File: src/rtl/r0_alu_exec_pkg.sv
// Shared definitions for the r0 execute stage: opcodes, FSM state encoding
// and default datapath sizing.
package r0_alu_pkg;

    localparam int WIDTH_DEF     = 8;
    localparam int MUL_STEPS_DEF = 8;

    typedef logic [2:0] op_t;

    localparam op_t OP_ADD = 3'b000;
    localparam op_t OP_SUB = 3'b001;
    localparam op_t OP_AND = 3'b010;
    localparam op_t OP_OR  = 3'b011;
    localparam op_t OP_XOR = 3'b100;
    localparam op_t OP_MUL = 3'b101;
    localparam op_t OP_SHL = 3'b110;
    localparam op_t OP_SHR = 3'b111;

    localparam logic [1:0] ST_IDLE = 2'b00;
    localparam logic [1:0] ST_EXEC = 2'b01;
    localparam logic [1:0] ST_MUL  = 2'b10;

    // MUL is the only opcode that takes the iterative path
    function automatic logic is_mul(input op_t op);
        return (op == OP_MUL);
    endfunction

endpackage

File: src/rtl/r0_alu_exec_if.sv
// Operand/result bundle between r0_multiplexer, the execute stage and the
// writeback stage.
interface r0_alu_exec_if
    import r0_alu_pkg::*;
#(
    parameter int WIDTH = WIDTH_DEF
);
    logic             ready;
    op_t              op;
    logic [WIDTH-1:0] value1;
    logic [WIDTH-1:0] value2;
    logic [WIDTH-1:0] result_lo;
    logic [WIDTH-1:0] result_hi;
    logic             zero;
    logic             carry;
    logic             neg;
    logic             busy;
    logic             done;
    logic             overrun;

    modport master (
        output ready, op, value1, value2,
        input  result_lo, result_hi, zero, carry, neg, busy, done, overrun
    );

    modport slave (
        input  ready, op, value1, value2,
        output result_lo, result_hi, zero, carry, neg, busy, done, overrun
    );

endinterface

File: src/rtl/r0_alu_exec_mul.sv
// Iterative shift-add multiplier: multiplier in the low half of the
// accumulator, partial product shifting in from the top, one bit per step.
module r0_mul8_shift_add
    import r0_alu_pkg::*;
#(
    parameter int WIDTH     = WIDTH_DEF,
    parameter int MUL_STEPS = MUL_STEPS_DEF
) (
    input  logic               clk,
    input  logic               rst_n,
    input  logic               start,
    input  logic               step,
    input  logic [WIDTH-1:0]   a,
    input  logic [WIDTH-1:0]   b,
    output logic               done,
    output logic [2*WIDTH-1:0] product
);

    logic [2*WIDTH-1:0] acc_r;
    logic [WIDTH-1:0]   mcand_r;
    logic [3:0]         cnt_r;
    logic [WIDTH:0]     sum_s;
    logic [2*WIDTH-1:0] acc_next_s;

    // Conditional add of the multiplicand into the upper half, then shift right
    always_comb begin
        sum_s      = {1'b0, acc_r[2*WIDTH-1:WIDTH]};
        acc_next_s = acc_r;
        if (acc_r[0]) begin
            sum_s = {1'b0, acc_r[2*WIDTH-1:WIDTH]} + {1'b0, mcand_r};
        end else begin
            sum_s = {1'b0, acc_r[2*WIDTH-1:WIDTH]};
        end
        acc_next_s = {sum_s, acc_r[WIDTH-1:1]};
    end

    // The final step's product is exposed combinationally so the caller can
    // register it on the same edge the last iteration completes.
    assign done    = step && (cnt_r == 4'(MUL_STEPS - 1));
    assign product = acc_next_s;

    // Accumulator, multiplicand and step counter
    always_ff @(posedge clk or negedge rst_n) begin
        if (!rst_n) begin
            acc_r   <= '0;
            mcand_r <= '0;
            cnt_r   <= 4'd0;
        end else if (start) begin
            acc_r   <= {{WIDTH{1'b0}}, b};
            mcand_r <= a;
            cnt_r   <= 4'd0;
        end else if (step) begin
            acc_r   <= acc_next_s;
            cnt_r   <= cnt_r + 4'd1;
        end else begin
            acc_r   <= acc_r;
            mcand_r <= mcand_r;
            cnt_r   <= cnt_r;
        end
    end

endmodule

File: src/rtl/r0_alu_exec.sv
// Execute stage behind r0_multiplexer: captures an operand pair on a rising
// ready, runs one ALU op (MUL iteratively) and presents registered results.
module r0_alu_exec
    import r0_alu_pkg::*;
#(
    parameter int WIDTH     = WIDTH_DEF,
    parameter int MUL_STEPS = MUL_STEPS_DEF
) (
    input  logic                clk,
    input  logic                rst_n,
    input  logic                en,
    r0_alu_exec_if.slave        bus
);

    logic [1:0]         state_r;
    logic               ready_q_r;
    op_t                op_r;
    logic [WIDTH-1:0]   a_r;
    logic [WIDTH-1:0]   b_r;
    logic [WIDTH-1:0]   result_lo_r;
    logic [WIDTH-1:0]   result_hi_r;
    logic               zero_r;
    logic               carry_r;
    logic               neg_r;
    logic               busy_r;
    logic               done_r;
    logic               overrun_r;

    logic               accept_s;
    logic               mul_start_s;
    logic               mul_step_s;
    logic               mul_done_s;
    logic [2*WIDTH-1:0] mul_product_s;
    logic [WIDTH:0]     alu_s;

    // Held-high ready yields a single capture
    assign accept_s    = en & bus.ready & ~ready_q_r;
    assign mul_start_s = (state_r == ST_IDLE) && accept_s && is_mul(bus.op);
    assign mul_step_s  = (state_r == ST_MUL);

    r0_mul8_shift_add #(
        .WIDTH     (WIDTH),
        .MUL_STEPS (MUL_STEPS)
    ) u_mul (
        .clk     (clk),
        .rst_n   (rst_n),
        .start   (mul_start_s),
        .step    (mul_step_s),
        .a       (bus.value1),
        .b       (bus.value2),
        .done    (mul_done_s),
        .product (mul_product_s)
    );

    // Single-cycle ops on the latched operands; MSB carries carry/borrow/shift-out
    always_comb begin
        alu_s = '0;
        case (op_r)
            OP_ADD:  alu_s = {1'b0, a_r} + {1'b0, b_r};
            OP_SUB:  alu_s = {1'b0, a_r} - {1'b0, b_r};
            OP_AND:  alu_s = {1'b0, a_r & b_r};
            OP_OR:   alu_s = {1'b0, a_r | b_r};
            OP_XOR:  alu_s = {1'b0, a_r ^ b_r};
            OP_SHL:  alu_s = {a_r[WIDTH-1], a_r[WIDTH-2:0], 1'b0};
            OP_SHR:  alu_s = {a_r[0], 1'b0, a_r[WIDTH-1:1]};
            default: alu_s = '0;
        endcase
    end

    // Edge-detect history for ready
    always_ff @(posedge clk or negedge rst_n) begin
        if (!rst_n) begin
            ready_q_r <= 1'b0;
        end else begin
            ready_q_r <= bus.ready;
        end
    end

    // A capture attempt while an op is in flight is lost; flag it until reset
    always_ff @(posedge clk or negedge rst_n) begin
        if (!rst_n) begin
            overrun_r <= 1'b0;
        end else if (accept_s && (state_r != ST_IDLE)) begin
            overrun_r <= 1'b1;
        end else begin
            overrun_r <= overrun_r;
        end
    end

    // Sequencer plus operand, result and flag registers
    always_ff @(posedge clk or negedge rst_n) begin
        if (!rst_n) begin
            state_r     <= ST_IDLE;
            op_r        <= OP_ADD;
            a_r         <= '0;
            b_r         <= '0;
            result_lo_r <= '0;
            result_hi_r <= '0;
            zero_r      <= 1'b0;
            carry_r     <= 1'b0;
            neg_r       <= 1'b0;
            busy_r      <= 1'b0;
            done_r      <= 1'b0;
        end else begin
            done_r <= 1'b0;
            case (state_r)
                ST_IDLE: begin
                    if (accept_s) begin
                        op_r    <= bus.op;
                        a_r     <= bus.value1;
                        b_r     <= bus.value2;
                        busy_r  <= 1'b1;
                        state_r <= is_mul(bus.op) ? ST_MUL : ST_EXEC;
                    end else begin
                        state_r <= ST_IDLE;
                    end
                end
                ST_EXEC: begin
                    result_lo_r <= alu_s[WIDTH-1:0];
                    result_hi_r <= '0;
                    zero_r      <= (alu_s[WIDTH-1:0] == '0);
                    carry_r     <= alu_s[WIDTH];
                    neg_r       <= alu_s[WIDTH-1];
                    done_r      <= 1'b1;
                    busy_r      <= 1'b0;
                    state_r     <= ST_IDLE;
                end
                ST_MUL: begin
                    if (mul_done_s) begin
                        result_lo_r <= mul_product_s[WIDTH-1:0];
                        result_hi_r <= mul_product_s[2*WIDTH-1:WIDTH];
                        zero_r      <= (mul_product_s == '0);
                        carry_r     <= (mul_product_s[2*WIDTH-1:WIDTH] != '0);
                        neg_r       <= mul_product_s[2*WIDTH-1];
                        done_r      <= 1'b1;
                        busy_r      <= 1'b0;
                        state_r     <= ST_IDLE;
                    end else begin
                        state_r     <= ST_MUL;
                    end
                end
                default: begin
                    busy_r  <= 1'b0;
                    state_r <= ST_IDLE;
                end
            endcase
        end
    end

    assign bus.result_lo = result_lo_r;
    assign bus.result_hi = result_hi_r;
    assign bus.zero      = zero_r;
    assign bus.carry     = carry_r;
    assign bus.neg       = neg_r;
    assign bus.busy      = busy_r;
    assign bus.done      = done_r;
    assign bus.overrun   = overrun_r;

endmodule

File: src/flat_wrapper.sv
// flat-port wrapper written by rule: the top's interface ports become plain ports
module r0_alu_exec_flat import r0_alu_pkg::*;
#(
    parameter int WIDTH     = WIDTH_DEF,
    parameter int MUL_STEPS = MUL_STEPS_DEF
)
  (clk, rst_n, en, bus_ready, bus_op, bus_value1, bus_value2, bus_result_lo, bus_result_hi, bus_zero, bus_carry, bus_neg, bus_busy, bus_done, bus_overrun);
  r0_alu_exec_if #(.WIDTH(WIDTH)) bus_i ();
  input  logic clk;
  input  logic rst_n;
  input  logic en;
  input wire logic [$bits(bus_i.ready)-1:0] bus_ready;
  input wire logic [$bits(bus_i.op)-1:0] bus_op;
  input wire logic [$bits(bus_i.value1)-1:0] bus_value1;
  input wire logic [$bits(bus_i.value2)-1:0] bus_value2;
  output wire logic [$bits(bus_i.result_lo)-1:0] bus_result_lo;
  output wire logic [$bits(bus_i.result_hi)-1:0] bus_result_hi;
  output wire logic [$bits(bus_i.zero)-1:0] bus_zero;
  output wire logic [$bits(bus_i.carry)-1:0] bus_carry;
  output wire logic [$bits(bus_i.neg)-1:0] bus_neg;
  output wire logic [$bits(bus_i.busy)-1:0] bus_busy;
  output wire logic [$bits(bus_i.done)-1:0] bus_done;
  output wire logic [$bits(bus_i.overrun)-1:0] bus_overrun;
  assign bus_i.ready = bus_ready;
  assign bus_i.op = bus_op;
  assign bus_i.value1 = bus_value1;
  assign bus_i.value2 = bus_value2;
  assign bus_result_lo = bus_i.result_lo;
  assign bus_result_hi = bus_i.result_hi;
  assign bus_zero = bus_i.zero;
  assign bus_carry = bus_i.carry;
  assign bus_neg = bus_i.neg;
  assign bus_busy = bus_i.busy;
  assign bus_done = bus_i.done;
  assign bus_overrun = bus_i.overrun;
  r0_alu_exec #(.WIDTH(WIDTH), .MUL_STEPS(MUL_STEPS)) u_core (.clk(clk), .rst_n(rst_n), .en(en), .bus(bus_i));
endmodule
File: config.mk
export PLATFORM = sky130hd
export DESIGN_NAME = r0_alu_exec_flat
export DESIGN_NICKNAME = d
export VERILOG_FILES = /design/src/rtl/r0_alu_exec_pkg.sv /design/src/rtl/r0_alu_exec_if.sv /design/src/rtl/r0_alu_exec_mul.sv /design/src/rtl/r0_alu_exec.sv /design/src/flat_wrapper.sv
export SDC_FILE = /design/constraint.sdc
export NUM_CORES = 1
export LEC_CHECK = 0
export CORE_MARGIN = 4
export CORE_UTILIZATION = 55
export DETAILED_ROUTE_END_ITERATION = 16
export PLACE_DENSITY = 0.76
export SLEW_MARGIN = 20
export SYNTH_ARGS = -nofsm -noshare
export SYNTH_HDL_FRONTEND = slang
export SYNTH_SLANG_ARGS = --single-unit
File: constraint.sdc
create_clock -name clk -period 5.4 [get_ports clk]
set_input_delay 1.35 -clock clk [delete_from_list [all_inputs] [get_ports clk]]
set_output_delay 1.35 -clock clk [all_outputs]
set_load 0.005 [all_outputs]
---- Word level (Yosys, flattened, before mapping) ----
Cells that the tools add are included.
operators by class
  add/sub/neg operators ................... 4
  equality and inequality tests ........... 12
  muxes and demuxes ....................... 25
  bitwise gates (word level) .............. 6
  reductions and logical operators ........ 15
operators by type and width
  operator                                                         number
  9-bit case mux with 7 select lines                               1
  16-bit 2-to-1 mux                                                2
  8-bit case mux with 2 select lines                               2
  8-bit by 8-bit adder with 9-bit output                           2
  16-bit logical NOT                                               1
  8-bit 2-to-1 mux                                                 2
  3-bit == test, second input constant                             4
  1-bit case mux with 2 select lines                               5
  9-bit 2-to-1 mux                                                 1
  8-bit by 8-bit subtractor with 9-bit output                      1
  8-bit bitwise AND                                                1
  8-bit logical NOT                                                1
  4-bit 2-to-1 mux                                                 2
  8-bit OR                                                         1
  8-bit nonzero test                                               1
  8-bit XOR                                                        1
  3-bit by 2-bit == test with 1-bit output, second input constant  2
  1-bit 2-to-1 mux                                                 6
  2-bit 2-to-1 mux                                                 3
  2-bit AND reduction                                              3
  2-bit nonzero test                                               3
  4-bit by 1-bit adder with 4-bit output, second input constant    1
  4-bit by 3-bit == test with 1-bit output, second input constant  1
  1-bit logical AND                                                4
  other kinds (9)                                                  11
word-level totals
  register bits after elaboration ......... 72
  input bits .............................. 23
  output and inout bits ................... 22
  logic and storage cells ................. 78

---- Depth between registers and ports, before layout ----
  depth in word-level cells ............... 5
  depth in mapped cells ................... 14
  mapped depth without buffers ............ 12

---- Hierarchy ----
A second synthesis with hierarchy kept.
second synthesis, totals
  cell total of the unflattened synthesis .. 520
  area, all modules ....................... 4,969.8 µm²
modules (own cells, without submodules)
  module             times used  cells each  area each (µm²)  sequential area each (µm²)
  r0_alu_exec        1           342         3,175.5          1,101.1
  r0_mul8_shift_add  1           178         1,794.2          700.7

---- Worst setup path after synthesis ----
No wires, ideal clock.
  path type ............................... reg2reg
  start point ............................. reg u_core.op_r[1]
  end point ............................... reg u_core.result_lo_r[5], in the netlist u_core.bus.result_lo[5]
  library setup time ...................... 130 ps
  data arrival time ....................... 2,923 ps
  required time ........................... 5,270 ps
  slack ................................... 2,347 ps
  cell stages (with the launch flop) ...... 15
  path buffers ............................ 2
  clock period less this slack ............ 3,053 ps
  cells stage by stage .................... dfrtp_1 > buf_6 > nor2_1 > and2_1 > clkbuf_1 > mux2_2 > inv_1 > ha_1 > nor2b_1 > o31a_1 > o21a_1 > or3_1 > a31oi_1 > a2bb2oi_1 > o21ai_1
between the ends
  word-level cells in the longest chain between the ends .. 3
  elaborated cells on any way between the ends .. 9
  classes of those cells .................. eq/ne (6); mux (2); reduce/logical (1)
RTL lines
  item                                         line                text
  start: declaration                           r0_alu_exec.sv:17   op_t op_r;
  start signal: assignment                     r0_alu_exec.sv:109  op_r <= bus.op;
  3-bit == test, or another cell as far along  r0_alu_exec.sv:58   case (op_r)
  9-bit case mux with 7 select lines *         r0_alu_exec.sv:58
  8-bit case mux with 2 select lines *         r0_alu_exec.sv:106  case (state_r)
  end signal: assignment                       r0_alu_exec.sv:119  result_lo_r <= alu_s[WIDTH-1:0];
  end signal: assignment                       r0_alu_exec.sv:130  result_lo_r <= mul_product_s[WIDTH-1:0];
  end: declaration                             r0_alu_exec.sv:20   logic [WIDTH-1:0] result_lo_r;
Mark *: on every way between the ends. The rest lies on a longest branch, timed or not.
A chain may end at the register's enable or synchronous reset.

---- Final worst setup path ----
  start point ............................. reg u_core.op_r[2]
  end point ............................... reg u_core.result_lo_r[5], in the netlist u_core.bus.result_lo[5]
Same word-level chain as after synthesis.

==> reports/metrics.json <==
{
  "result_of_the_run": {"value": "completed"},
  "final_hold_violating_endpoints": {"value": 0},
  "setup.reg_to_reg.worst_slack": {"value": 1840, "unit": "ps"},
  "cts-buffers-inserted": {"value": 9},
  "cell_area_after_technology_mapping": {"value": 4573, "unit": "um^2"},
  "fin_worst_skew": {"value": 6.986, "unit": "ps"},
  "cpPeakStageDelay": {"value": 630, "unit": "ps"},
  "setup.worst_path.start": {"value": "u_core.op_r[2]"},
  "worstSetupPathDepth": {"value": 12},
  "synthesis.area_per_instance": {"value": 9.942, "unit": "um^2"},
  "ys_ff_latch": {"value": 72},
  "timing.critical_path.to": {"value": "u_core.bus.result_lo[5]"},
  "routed_wl": {"value": 11140, "unit": "um"},
  "tns": {"value": 0, "unit": "ps"},
  "place_ws": {"value": 1851, "unit": "ps"},
  "netlist.area_leader.share": {"value": 39.40, "unit": "%"},
  "min-delay-start": {"value": "u_core.bus.result_lo[0]"},
  "ys_top_cells_by_count": {"value": "72 x dfrtp_1, 39 x o21ai_0, 38 x nand2_1"},
  "number_of_flops_mapped_to_enable_cells_by_yosys": {"value": 0},
  "ys.flop_type": {"value": "dfrtp_1"},
  "first_pass_iters": {"value": 5},
  "antenna_left": {"value": 0},
  "path_clk_slew": {"value": 80, "unit": "ps"},
  "reg2reg_to": {"value": "u_core.bus.result_lo[5]"},
  "holdCritPathClass": {"value": "flip-flop to flip-flop"},
  "worstPathRequired": {"value": 5600, "unit": "ps"},
  "synth_area_leaders": {"value": "dfrtp_1 39%, ha_1 10%, mux2_2 7.9%, o21ai_0 4.3%, mux2i_1 4.2%"},
  "seq_area_frac_synth": {"value": 39.40, "unit": "%"},
  "final_min_period_over_clock_period": {"value": 65.93, "unit": "%"},
  "rsz0062_at_grt": {"value": "no"},
  "io-pin-count": {"value": 45},
  "first_global_vias": {"value": 3613},
  "numClockSinks": {"value": 72},
  "dieArea": {"value": 9838, "unit": "um^2"},
  "regToRegStartpoint": {"value": "u_core.op_r[2]"},
  "power_leakage": {"value": 2.342, "unit": "nW"},
  "initial_core_util": {"value": 57.98, "unit": "%"},
  "timing_max_transition_violations_final": {"value": 0},
  "setup_slack": {"value": 1840, "unit": "ps"},
  "cp_data_arrival_time": {"value": 3760, "unit": "ps"},
  "setup.worst_path.class": {"value": "flip-flop to flip-flop"},
  "grt_antenna_before_repair": {"value": 0},
  "drt-wirelength-per-cell": {"value": 18.44, "unit": "um"},
  "design.core.area": {"value": 7888, "unit": "um^2"},
  "critPathBufInv": {"value": 1},
  "tritoncts": {"value": "done"},
  "p_per_area": {"value": 558.4, "unit": "nW/um^2"},
  "yosys.cell_types.count": {"value": 62},
  "routabilityCongestion": {"value": 0.9363},
  "std_cell_rows": {"value": 32},
  "cp_cell_sequence": {"value": "nor2_1 -> and2_1 -> mux2_2 -> inv_1 -> ha_1 -> nor2b_1 -> o31a_1 -> o21a_1 -> or3_1 -> a31oi_1 -> a2bb2oi_1 -> o21ai_1"},
  "drc": {"value": 0},
  "postCtsHoldBufs": {"value": 0},
  "setup.worst_path.start_class": {"value": "flip-flop"},
  "antenna-diode-count": {"value": 0},
  "routed-via-count": {"value": 3653},
  "clock_root_cell": {"value": "clkbuf_8"},
  "slowest_stage": {"value": "dfrtp_1"},
  "global_route.usage.total": {"value": 23.49, "unit": "%"},
  "yosys_warnings": {"value": 0},
  "post_cts_resized": {"value": 0},
  "drt_iter0_drc": {"value": 266},
  "final_period_minus_worst_setup_slack": {"value": 3560, "unit": "ps"},
  "timing.final.setup_violations": {"value": 0},
  "synth.largest_area_cell": {"value": "dfrtp_1"},
  "maxSlewHeadroom": {"value": 41.70, "unit": "%"},
  "cts_setup_buffers": {"value": 0},
  "most_numerous_cell_in_the_yosys_netlist": {"value": "dfrtp_1"},
  "die-width": {"value": 99.19, "unit": "um"},
  "worst_slew_pin_slew": {"value": 874.5, "unit": "ps"},
  "cp-end-kind": {"value": "flip-flop"},
  "max_cap_violations": {"value": 0},
  "cts_max_level": {"value": 3},
  "syn_nets": {"value": 522},
  "final_net_count": {"value": 559},
  "postSynth.asyncResetShare": {"value": 100.0, "unit": "%"},
  "post_route_cells_drive_above_1_share": {"value": 12.35, "unit": "%"},
  "worst_r2r_path_depth": {"value": 12},
  "detailed_place_hpwl": {"value": 8241, "unit": "um"},
  "syn_inst": {"value": 460},
  "grt_pass1_wl": {"value": 18550, "unit": "um"},
  "buffer_ports.inserted": {"value": 44},
  "worst_path_dominant_cell_family": {"value": "simple AND/OR/NAND/NOR gates"},
  "clockBufferDepth": {"value": 2},
  "maximum_number_of_pins_on_one_net_before_global_route_repair": {"value": 44},
  "gr-total-overflow": {"value": 0},
  "timing.fmax": {"value": 0.2809, "unit": "GHz"},
  "post_drt_via_cell_ratio": {"value": 6.048},
  "timing.critical_path.fanout_max": {"value": 23},
  "chipHeight": {"value": 99.19, "unit": "um"},
  "area_delta_synth_final": {"value": 16.25, "unit": "%"},
  "clk-insertion-delay-late": {"value": 340, "unit": "ps"},
  "power.ir.vdd_worst": {"value": 350.2, "unit": "uV"}
}
worst reg2reg max path, cell delays in order (launching register included):
cell	delay (ps)
dfrtp_1	630
nor2_1	340
and2_1	330
mux2_2	400
inv_1	60
ha_1	210
nor2b_1	140
o31a_1	280
o21a_1	190
or3_1	320
a31oi_1	270
a2bb2oi_1	200
o21ai_1	70
report_power, final:
group	internal, W	switching, W	leakage, nW	total (W)
logic	0.000727	0.000743	1.35	0.00147
clock network	0.000310	0.000214	0.117	0.000524
registers	0.000722	0.000252	0.873	0.000973
total	0.00176	0.00121	2.34	0.00297
layout make-up:
| cell class | count | area (um^2) |
|---|---|---|
| clock buffer | 10 | 127.6 |
| multi-input combinational | 340 | 2581 |
| clock inverter | 6 | 115.1 |
| sequential | 72 | 1802 |
| timing repair buffer | 48 | 465.4 |
| fill | 621 | 2571 |
| tap | 102 | 127.6 |
| inverter | 26 | 97.59 |
how the worst min path moves through the flow:
stage                                          to  slack [ps]  cells after the start
after floorplan                u_core.bus.overrun         430                      1
after global placement         u_core.bus.overrun         450                      1
after detailed placement  u_core.bus.result_hi[0]         470                      2
after CTS                 u_core.bus.result_hi[7]         490                      2
after global routing      u_core.bus.result_lo[0]         520                      2
final                     u_core.bus.result_lo[0]         490                      2
cells by family after synthesis:
family / after synthesis / synth area share (%)
XOR/XNOR: 17 / 3.256
multiplexers: 53 / 13.02
adder cells (fa/ha/maj): 39 / 11.00
flip-flops: 72 / 39.40
AND/OR/NAND/NOR: 116 / 12.31
buffers and inverters: 48 / 4.296
AO/OA/AOI/OAI: 115 / 16.72
registers in the layout, indices dropped and copies added (netlist names), 2 cells and up:
| signal | flops |
|---|---|
| u_core.u_mul.mcand_r | 8 |
| u_core.u_mul.cnt_r | 4 |
| u_core.op_r | 3 |
| u_core.b_r | 8 |
| u_core.u_mul.acc_r | 16 |
| u_core.bus.result_lo | 8 |
| u_core.bus.result_hi | 8 |
| u_core.a_r | 8 |
| u_core.state_r | 2 |
placed cells by master (no fill, tap or decap), drive strengths merged, types with 3 or more instances in the layout:
| master | synthesis | routed |
|---|---|---|
| a211oi | 8 | 8 |
| a21o | 3 | 3 |
| a21oi | 16 | 16 |
| a22o | 3 | 3 |
| a22oi | 8 | 8 |
| a31oi | 5 | 5 |
| and2 | 3 | 3 |
| buf | 9 | 5 |
| bufinv | 0 | 3 |
| clkbuf | 13 | 10 |
| clkdlybuf4s50 | 0 | 43 |
| dfrtp | 72 | 72 |
| ha | 37 | 37 |
| inv | 26 | 28 |
| mux2 | 32 | 32 |
| mux2i | 20 | 20 |
| nand2 | 38 | 38 |
| nand2b | 3 | 3 |
| nand3 | 4 | 4 |
| nand4 | 3 | 3 |
| nor2 | 31 | 31 |
| nor2b | 8 | 8 |
| nor3 | 6 | 6 |
| nor4 | 3 | 3 |
| o21a | 6 | 6 |
| o21ai | 40 | 40 |
| o31ai | 3 | 3 |
| or2 | 3 | 3 |
| or3 | 4 | 4 |
| xnor2 | 14 | 14 |
| xor2 | 3 | 3 |
stage by stage:
step	std cells	hold WS [ps]	instance area [um^2]	util [%]	power, W
final	604	485.5	5316	67.40	0.002969
after global routing	604	520.2	5316	67.40	0.003191
after CTS	604	491.5	5316	67.40	0.002964
after detailed placement	588	471.6	5074	64.32	0.002427
after global placement	588	448.0	5074	64.32	0.002376
after floorplan	460	430.2	4573	-	0.001967
per-layer routing:
metal | vias up | global-route usage [%] | share of wire [%]
li1 | 1729 | - | -
met1 | 1794 | 32.33 | 45
met2 | 109 | 37.40 | 48
met3 | 21 | 4.558 | 5.0
met4 | 0 | 7.773 | 2.2
met5 | - | 0 | 0
No activity file was read; power rests on OpenSTA's default activity.
